[src/rtl/image_mem_arbiter.sv]
// image_mem_arbiter
//   Shares one single-port synchronous image RAM between the display reader
//   and the filter engine. The display reader has absolute priority. The
//   filter uses a req/gnt handshake. The block also manages double buffering:
//   the display reads the front buffer, the filter writes the back buffer and
//   reads the fixed source image. Front and back swap on a frame boundary
//   once the filter has reported a completed pass.
//
// Ports
//   clk, rst_n                  clock, asynchronous active-low reset
//   frame_start                 start-of-vblank pulse
//   disp_req/disp_ofs           display read request (never stalled)
//   disp_data/disp_valid        display read return, fixed latency 2
//   flt_req/we/ofs/wdata        filter request, held until flt_gnt
//   flt_gnt                     combinational grant
//   flt_rdata/flt_rvalid        filter read return, fixed latency 2
//   flt_done                    filter pass complete, requests a swap
//   swap_ack, front_sel         swap pulse, current front buffer
//   mem_addr/we/wdata/rdata     registered RAM interface
module image_mem_arbiter #(
    parameter int          OFS_W     = 12,
    parameter logic [18:0] SRC_BASE  = 19'h00028,
    parameter logic [18:0] BUF0_BASE = 19'h01028,
    parameter logic [18:0] BUF1_BASE = 19'h02028
) (
    input  logic             clk,
    input  logic             rst_n,
    input  logic             frame_start,
    input  logic             disp_req,
    input  logic [OFS_W-1:0] disp_ofs,
    output logic [7:0]       disp_data,
    output logic             disp_valid,
    input  logic             flt_req,
    input  logic             flt_we,
    input  logic [OFS_W-1:0] flt_ofs,
    input  logic [7:0]       flt_wdata,
    output logic             flt_gnt,
    output logic [7:0]       flt_rdata,
    output logic             flt_rvalid,
    input  logic             flt_done,
    output logic             swap_ack,
    output logic             front_sel,
    output logic [18:0]      mem_addr,
    output logic             mem_we,
    output logic [7:0]       mem_wdata,
    input  logic [7:0]       mem_rdata
);

    typedef enum logic {ST_RUN = 1'b0, ST_SWAP_PEND = 1'b1} state_t;

    // Owner of a read travelling through the 2-stage return pipeline.
    typedef enum logic [1:0] {
        TAG_NONE = 2'd0,
        TAG_DISP = 2'd1,
        TAG_FLT  = 2'd2
    } tag_t;

    state_t state_q, state_d;
    tag_t   tag1_q, tag1_d, tag2_q, tag2_d;

    logic [18:0] mem_addr_q, mem_addr_d;
    logic        mem_we_q, mem_we_d;
    logic [7:0]  mem_wdata_q, mem_wdata_d;
    logic [7:0]  disp_data_q, disp_data_d;
    logic        disp_valid_q, disp_valid_d;
    logic [7:0]  flt_rdata_q, flt_rdata_d;
    logic        flt_rvalid_q, flt_rvalid_d;
    logic        swap_ack_q, swap_ack_d;
    logic        front_sel_q, front_sel_d;

    logic        swap_fire;
    logic [18:0] front_base, back_base;
    logic [18:0] disp_ofs_ext, flt_ofs_ext;

    assign front_base   = front_sel_q ? BUF1_BASE : BUF0_BASE;
    assign back_base    = front_sel_q ? BUF0_BASE : BUF1_BASE;
    assign disp_ofs_ext = {{(19-OFS_W){1'b0}}, disp_ofs};
    assign flt_ofs_ext  = {{(19-OFS_W){1'b0}}, flt_ofs};

    // ---------------- swap FSM: state register ----------------
    always_ff @(posedge clk or negedge rst_n) begin
        if (!rst_n) state_q <= ST_RUN;
        else        state_q <= state_d;
    end

    // ---------------- swap FSM: next state ----------------
    // A frame_start coinciding with flt_done in RUN does not swap; the swap
    // waits for the next frame boundary.
    always_comb begin
        state_d = state_q;
        case (state_q)
            ST_RUN:       if (flt_done)    state_d = ST_SWAP_PEND;
            ST_SWAP_PEND: if (frame_start) state_d = ST_RUN;
            default:                       state_d = ST_RUN;
        endcase
    end

    // ---------------- swap FSM: outputs ----------------
    // The filter is held off while a swap is pending so it cannot write into
    // a buffer that is about to become the front.
    always_comb begin
        flt_gnt   = flt_req & ~disp_req & (state_q == ST_RUN);
        swap_fire = (state_q == ST_SWAP_PEND) & frame_start;
    end

    // ---------------- address issue and return path ----------------
    always_comb begin
        mem_addr_d  = mem_addr_q;
        mem_we_d    = 1'b0;
        mem_wdata_d = mem_wdata_q;
        tag1_d      = TAG_NONE;

        if (disp_req) begin
            mem_addr_d = front_base + disp_ofs_ext;
            tag1_d     = TAG_DISP;
        end else if (flt_gnt) begin
            if (flt_we) begin
                mem_addr_d  = back_base + flt_ofs_ext;
                mem_we_d    = 1'b1;
                mem_wdata_d = flt_wdata;
            end else begin
                mem_addr_d = SRC_BASE + flt_ofs_ext;
                tag1_d     = TAG_FLT;
            end
        end

        // Stage 1 covers the RAM access cycle, stage 2 the capture of mem_rdata.
        tag2_d = tag1_q;

        disp_valid_d = (tag2_q == TAG_DISP);
        disp_data_d  = disp_valid_d ? mem_rdata : disp_data_q;
        flt_rvalid_d = (tag2_q == TAG_FLT);
        flt_rdata_d  = flt_rvalid_d ? mem_rdata : flt_rdata_q;

        front_sel_d = front_sel_q ^ swap_fire;
        swap_ack_d  = swap_fire;
    end

    always_ff @(posedge clk or negedge rst_n) begin
        if (!rst_n) begin
            mem_addr_q   <= '0;
            mem_we_q     <= 1'b0;
            mem_wdata_q  <= '0;
            tag1_q       <= TAG_NONE;
            tag2_q       <= TAG_NONE;
            disp_data_q  <= '0;
            disp_valid_q <= 1'b0;
            flt_rdata_q  <= '0;
            flt_rvalid_q <= 1'b0;
            swap_ack_q   <= 1'b0;
            front_sel_q  <= 1'b0;
        end else begin
            mem_addr_q   <= mem_addr_d;
            mem_we_q     <= mem_we_d;
            mem_wdata_q  <= mem_wdata_d;
            tag1_q       <= tag1_d;
            tag2_q       <= tag2_d;
            disp_data_q  <= disp_data_d;
            disp_valid_q <= disp_valid_d;
            flt_rdata_q  <= flt_rdata_d;
            flt_rvalid_q <= flt_rvalid_d;
            swap_ack_q   <= swap_ack_d;
            front_sel_q  <= front_sel_d;
        end
    end

    assign mem_addr   = mem_addr_q;
    assign mem_we     = mem_we_q;
    assign mem_wdata  = mem_wdata_q;
    assign disp_data  = disp_data_q;
    assign disp_valid = disp_valid_q;
    assign flt_rdata  = flt_rdata_q;
    assign flt_rvalid = flt_rvalid_q;
    assign swap_ack   = swap_ack_q;
    assign front_sel  = front_sel_q;

endmodule

[config.mk]
export PLATFORM = sky130hd
export DESIGN_NAME = image_mem_arbiter
export DESIGN_NICKNAME = d
export VERILOG_FILES = /design/src/rtl/image_mem_arbiter.sv
export SDC_FILE = /design/constraint.sdc
export NUM_CORES = 1
export LEC_CHECK = 0
export CORE_MARGIN = 1.5
export CORE_UTILIZATION = 38
export DETAILED_ROUTE_END_ITERATION = 6
export PLACE_DENSITY_LB_ADDON = 0.3
export SKIP_LAST_GASP = 1
export SLEW_MARGIN = 5
export SYNTH_ARGS = -nofsm -noshare
export SYNTH_HDL_FRONTEND = slang
export SYNTH_SLANG_ARGS = --single-unit
[constraint.sdc]
create_clock -name clk -period 1.4 [get_ports clk]
set_input_delay 0.42 -clock clk [delete_from_list [all_inputs] [get_ports clk]]
set_output_delay 0.42 -clock clk [all_outputs]
set_load 0.01 [all_outputs]
==> metrics.txt, run 1 <==
vias in the first global route 1884; Yosys reg bits 48; Post-Synth Simple-Gate Area 9.29%; clock latency on the worst-skew pair 0.30 ns; Worst Setup Start Kind flip-flop; R2R setup slack -0.08 ns; Placer Congestion 0.757; MaxCap Viol Count 0; fin crit share 107%; CTS tree built; Max Freq 667 MHz; DR WL/cell 13.9 µm; Starting Density 39.6%; vias 1887; status finished with violations; P per Cell Area 1140 nW/µm²; PortBufs 90; HP Class in2async; CP top delay family flip-flops; Die Area 6240 µm²; Reg2Reg Depth 5; clock buffer depth 2; Final setup viols 10; Yosys cell types 36; CP max FO 2; Seq/Total Area, Yosys 54.7%; combinational family with the most area after synthesis multiplexers; pin count of the biggest net entering global routing 49; XOR/XNOR Fraction of Synth Area 5.58%; Cells after DPL 374; met3 WL 383 µm; hold-fix buffers at CTS 0; Avg Cell Area, Syn 11.8 µm²; Die X 79.0 µm; fillers 439; Logic pwr share 30.5%; wirelength, routed 5450 µm; detailed-route DRC error count 0; max layer used met4; yosys warns 0; power share of the sequential group 41.3%; critical path endpoint category primary output; setup slack after layout -0.100 ns; Worst EP arrival 1.08 ns; pre-CTS setup slack -0.683 ns; via/cell ratio 4.83; post-synthesis mux area share 15.5%; CP Class reg2out; RSZ-0062 raised after global routing true; CTS Sinks 48; initial DRC count 35; net switching power 0.00116 W; worst r2r dst mem_wdata[7]; slowest cell on the critical path dfrtp_1; final hold violations 0; Gate Count Post-Synth 186; die height 79.0 µm; static leakage 1.73 nW; Max Transition Viols Final 0; share of cells above drive strength 1 34.2%; peak supply drop 588 µV; post-layout instance count excluding filler cells 391; H-tree levels 2; HPWL Detailed 3930 µm; Layout Skew 0.00720 ns; CP max stage delay 0.43 ns; Layout area overhead 69.8%; Pint 0.00310 W; worst path cell trace nor3b_4 > buf_2; Metal-1 WL 2220 µm; Compound-Gate Fraction of Synth Area 9.63%; core area 5540 µm²; Num CTS Buffers 5; fin crit period 1.50 ns; failing checks negative setup slack; total power draw 0.00426 W; io pins 96; root buffer cell clkbuf_8; Data required, critical path 0.98 ns; total grt overflow 0; Final #Nets 367; initial antenna violation count 0; Clock power frac 28.2%; CTS clk-pin slew, worst paths 0.09 ns; Cell Rows 27; Cell Area, Synth 2200 µm²; WL met2 2810 µm; drt pass-1 iters 4; Antenna Cells 0; reg-to-reg startpoint state_q; Antenna Nets Post-Route 0; Synth Area in Adders 1.14%; Total GRT Usage 17.9%; crit path buf inv count 1; Net Sw Frac 27.1%; first-pass GRT wire length 8680 µm
-- power groups by stage --
stage	Sequential, W	Clock [W]	Combinational [W]
final	0.00176	0.00120	0.00130
after floorplan	0.00190	0	0.000413
after global routing	0.00179	0.00130	0.00141
after CTS	0.00176	0.00122	0.00126
after global placement	0.00178	0	0.00135
after detailed placement	0.00179	0	0.00137
-- cell type report --
type	instances	area, µm²	share of cell area, %
Timing Repair Buffer	134	1240	33.2
Multi-Input combinational cell	126	1050	28.2
Clock inverter	3	68.8	1.85
Clock buffer	5	68.8	1.85
Sequential cell	48	1200	32.2
Tap cell	72	90.1	2.42
Inverter	3	11.3	0.302
-- synth_stat cells, drive strengths merged --
cell	instances	area share [%]
a221oi	1	0.40
nor2	7	1.2
a21o	1	0.34
inv	3	0.51
and2	2	0.57
o21ai	14	3.4
o2111ai	2	0.80
nor4	1	0.29
ha	2	1.1
nor3b	1	0.57
a311oi	1	0.40
nand3	3	0.68
nand4	1	0.29
nor3	5	1.1
o211ai	2	0.91
mux2	24	12
or3	2	0.57
nor2b	2	0.57
o31a	1	0.40
nand2b	3	0.85
buf	10	3.0
a211oi	2	0.68
a311o	1	0.46
nand2	15	2.6
xnor2	7	2.8
a21oi	5	1.1
mux2i	7	3.2
clkbuf	3	0.51
a22oi	1	0.34
conb	1	0.17
xor2	7	2.8
dfrtp	48	55
o311ai	1	0.40
-- logic make-up after synthesis --
logic type	after synthesis
and+or+nand+nor	42
DFF	48
other	1
muxes	31
xor gates and xnor gates	14
adders and majority gates	2
AOI/OAI and AO/OA	32
buffers and inverters	16
-- worst max path at each step --
stage                     startpoint            to  slack, ns  cells after the start
final                        state_q       flt_gnt      -0.10                      2
after detailed placement     flt_req       flt_gnt      -0.68                      3
after CTS                    state_q       flt_gnt      -0.11                      2
after global routing         state_q       flt_gnt      -0.17                      2
after floorplan             disp_req  mem_wdata[0]      -0.11                      5
after global placement       flt_req       flt_gnt      -0.65                      3
-- sequential cells by signal, indices dropped and copies added (netlist names) --
register    flops
state_q         1
swap_ack        1
mem_we          1
mem_addr       14
flt_rvalid      1
front_sel       1
tag1_q          2
disp_valid      1
disp_data       8
mem_wdata       8
tag2_q          2
flt_rdata       8
-- what timing repair did --
item,4_1_cts,5_1_grt
pin swaps,6,3
resized for setup,98,46
buffers inserted,4,4
endpoints found under the setup margin,64,51
cloned,1,0
-- worst reg2reg max path: cells and delay by family (launching register included) --
family        cells  cell delay [ns]
flops             1             0.43
buf+inv           2             0.27
simple gates      2             0.37
mux               1             0.30
-- routing by layer --
layer	global-route usage [%]	up-vias
li1	-	905
met4	3.68	0
met3	4.60	5
met5	0	-
met1	21.5	905
met2	32.4	72
-- cells in the final DEF, fill, tap and decap left out, types with 3 or more instances in the layout --
cell             synthesis  layout
dlymetal6s2s_1           0       4
buf_4                    6      37
conb_1                   1       5
clkdlybuf4s50_1          0      27
dfrtp_1                 48      48
clkdlybuf4s15_1          0      33
xor2_1                   7       7
buf_6                    0       3
mux2_2                  24      16
o21ai_0                 13      13
inv_1                    3       3
mux2_4                   0       8
clkbuf_2                 0      10
a21oi_1                  5       3
nand2_1                 15      13
dlygate4sd2_1            0      12
mux2i_1                  7       7
clkbuf_8                 0       5
xnor2_1                  7       7
nor2_1                   7       7
buf_12                   0       3
-- per-stage QoR --
stage | hold WS, ns | utilization (%) | instance area [µm²] | setup TNS (ns)
2_1_floorplan | 0.124 | - | 2270 | -0.859
3_3_place_gp | 0.334 | 62.6 | 3470 | -11.46
3_5_place_dp | 0.336 | 62.6 | 3470 | -12.12
4_1_cts | 0.0953 | 66.2 | 3670 | -0.710
5_1_grt | 0.102 | 67.3 | 3730 | -1.30
6_report | 0.0854 | 67.3 | 3730 | -0.630
Note: power is estimated with default switching activity, not from simulation.
==> run 2, diff against run 1 <==
--- a/config.mk
+++ b/config.mk
@@ -5,7 +5,6 @@
 export SDC_FILE = /design/constraint.sdc
 export NUM_CORES = 1
 export LEC_CHECK = 0
-export CORE_MARGIN = 1.5
 export CORE_UTILIZATION = 38
 export DETAILED_ROUTE_END_ITERATION = 6
 export PLACE_DENSITY_LB_ADDON = 0.3
==> run 2 against run 1 <==
Net effect:
- the flow still finishes with violations (negative setup slack)
- design area rose by 0.74%
- clock skew down 0.0016 ns
- hold slack better by 0.022 ns
- critical endpoint unchanged
- highest routed layer unchanged
==> metrics.txt, run 2 (synthesis gave the netlist of run 1 again) <==
most frequent cells in the layout dfrtp_1 (48), clkdlybuf4s15_1 (41), buf_4 (41); PortBufs 90; fin crit period 1.47 ns; H-tree levels 2; Largest register FFs 14; drt pass-1 iters 4; pin count of the biggest net entering global routing 49; worst path cell trace nor3b_4 > buf_2; CTS tree built; RSZ-0062 raised after global routing true; setup slack after layout -0.0715 ns; peak supply drop 513 µV; status finished with violations; crit path buf inv count 1; io pins 96; Worst EP arrival 1.05 ns; CP top delay family flip-flops; Max Freq 680 MHz; power share of the sequential group 44.4%; HP Class in2async; failing checks negative setup slack; Area after DPL 3450 µm²; Worst Setup Start Kind flip-flop; Max Transition Viols Final 0; Die X 78.0 µm; slowest cell on the critical path dfrtp_1; static leakage 1.72 nW; share of cells above drive strength 1 33.0%; initial antenna violation count 0; detailed-route DRC error count 0; clock latency on the worst-skew pair 0.29 ns; Cell Rows 27; DR WL/cell 13.5 µm; Layout Skew 0.00555 ns; Clock power frac 21.2%; Starting Density 39.6%; total grt overflow 0; final hold slack 0.107 ns; vias in the first global route 1804; Final #Nets 372; Final Instance Area 3760 µm²; Data required, critical path 0.98 ns; total power draw 0.00395 W; Pint 0.00284 W; commonest non-fill, non-tap cell in the layout dfrtp_1; clock buffer depth 2; die height 78.0 µm; fin crit share 105%; Total GRT Usage 18.4%; initial DRC count 76; vias 1918; CTS clk-pin slew, worst paths 0.09 ns; P per Cell Area 1050 nW/µm²; Antenna Cells 0; wirelength, routed 5350 µm; CTS Sinks 48; via/cell ratio 4.84; CP Class reg2out; CP max stage delay 0.42 ns; hold-fix buffers at CTS 0; Die Area 6090 µm²; critical path endpoint category primary output; Net Sw Frac 28.2%; Num CTS Buffers 5; first-pass GRT wire length 8620 µm; CP max FO 2; final hold violations 0; Antenna Nets Post-Route 0; net switching power 0.00112 W; HPWL Detailed 3770 µm; MaxCap Viol Count 0; root buffer cell clkbuf_8; Final setup viols 9; Layout area overhead 71.1%; Placer Congestion 0.730; Logic pwr share 34.5%; core area 5540 µm²
-- run 2: cell count changes in the layout (fill, tap and decap cells not counted), sizes merged --
cell / delta
buf: +6
bufinv: -2
clkinvlp: +2
clkdlybuf4s15: +7
clkbuf: -6
inv: -1
dlymetal6s2s: -1
-- run 2: what timing repair did --
action	4_1_cts	5_1_grt
pin swaps	9	5
endpoints found under the setup margin	63	56
cloned	1	0
setup buffers	1	14
resized for setup	93	49
-- run 2: routing by layer --
layer / routed length, µm / global-route usage, % / share of wire, %
met1: 2260 / 22.8 / 42
met4: 44 / 4.44 / 0.82
met3: 334 / 4.42 / 6.2
met5: 0 / 0 / 0
met2: 2710 / 32.3 / 51
-- run 2: power by group through the flow --
stage / clock network, W / registers [W] / logic (W)
CTS: 0.000873 / 0.00175 / 0.00123
finish: 0.000837 / 0.00175 / 0.00136
global route: 0.000952 / 0.00179 / 0.00147
floorplan: 0 / 0.00190 / 0.000413
global placement: 0 / 0.00177 / 0.00135
detailed placement: 0 / 0.00178 / 0.00137
-- run 2: layout make-up --
class | instances | area [µm²]
flip-flops and latches | 48 | 1200
clock inverters | 2 | 15.0
inverters | 3 | 11.3
clock buffers | 6 | 82.6
repair buffers | 139 | 1310
well taps | 72 | 90.1
fillers | 458 | 1780
multi-input cells | 126 | 1050
-- run 2: final timing paths --
check                          start            to  cells past startpoint  slack (ns)
setup / recovery             state_q       flt_gnt                      2       -0.07
hold / removal                 rst_n  disp_data[3]                      2        0.11
setup reg to reg             state_q  mem_wdata[2]                      5       -0.07
hold reg to reg            tag1_q[1]     tag2_q[1]                      0        0.36
max in group asynchronous      rst_n   mem_addr[0]                      2        1.07
min in group clk           tag1_q[1]     tag2_q[1]                      0        0.36
-- run 2: through the flow --
stage | setup TNS (ns) | cells | util [%] | setup slack (ns)
final | -0.524 | 396 | 67.8 | -0.0715
after global routing | -0.983 | 396 | 67.8 | -0.138
after CTS | -0.598 | 382 | 64.7 | -0.0906
after detailed placement | -12.19 | 372 | 62.4 | -0.736
after global placement | -11.47 | 372 | 62.4 | -0.651
after floorplan | -0.859 | 190 | - | -0.107
-- run 2: worst register-to-register path, cell delays in order, from the launching register on --
cell	delay, ns
dfrtp_1	0.42
nor3b_4	0.19
buf_4	0.14
and2_4	0.18
buf_12	0.13
mux2_4	0.30
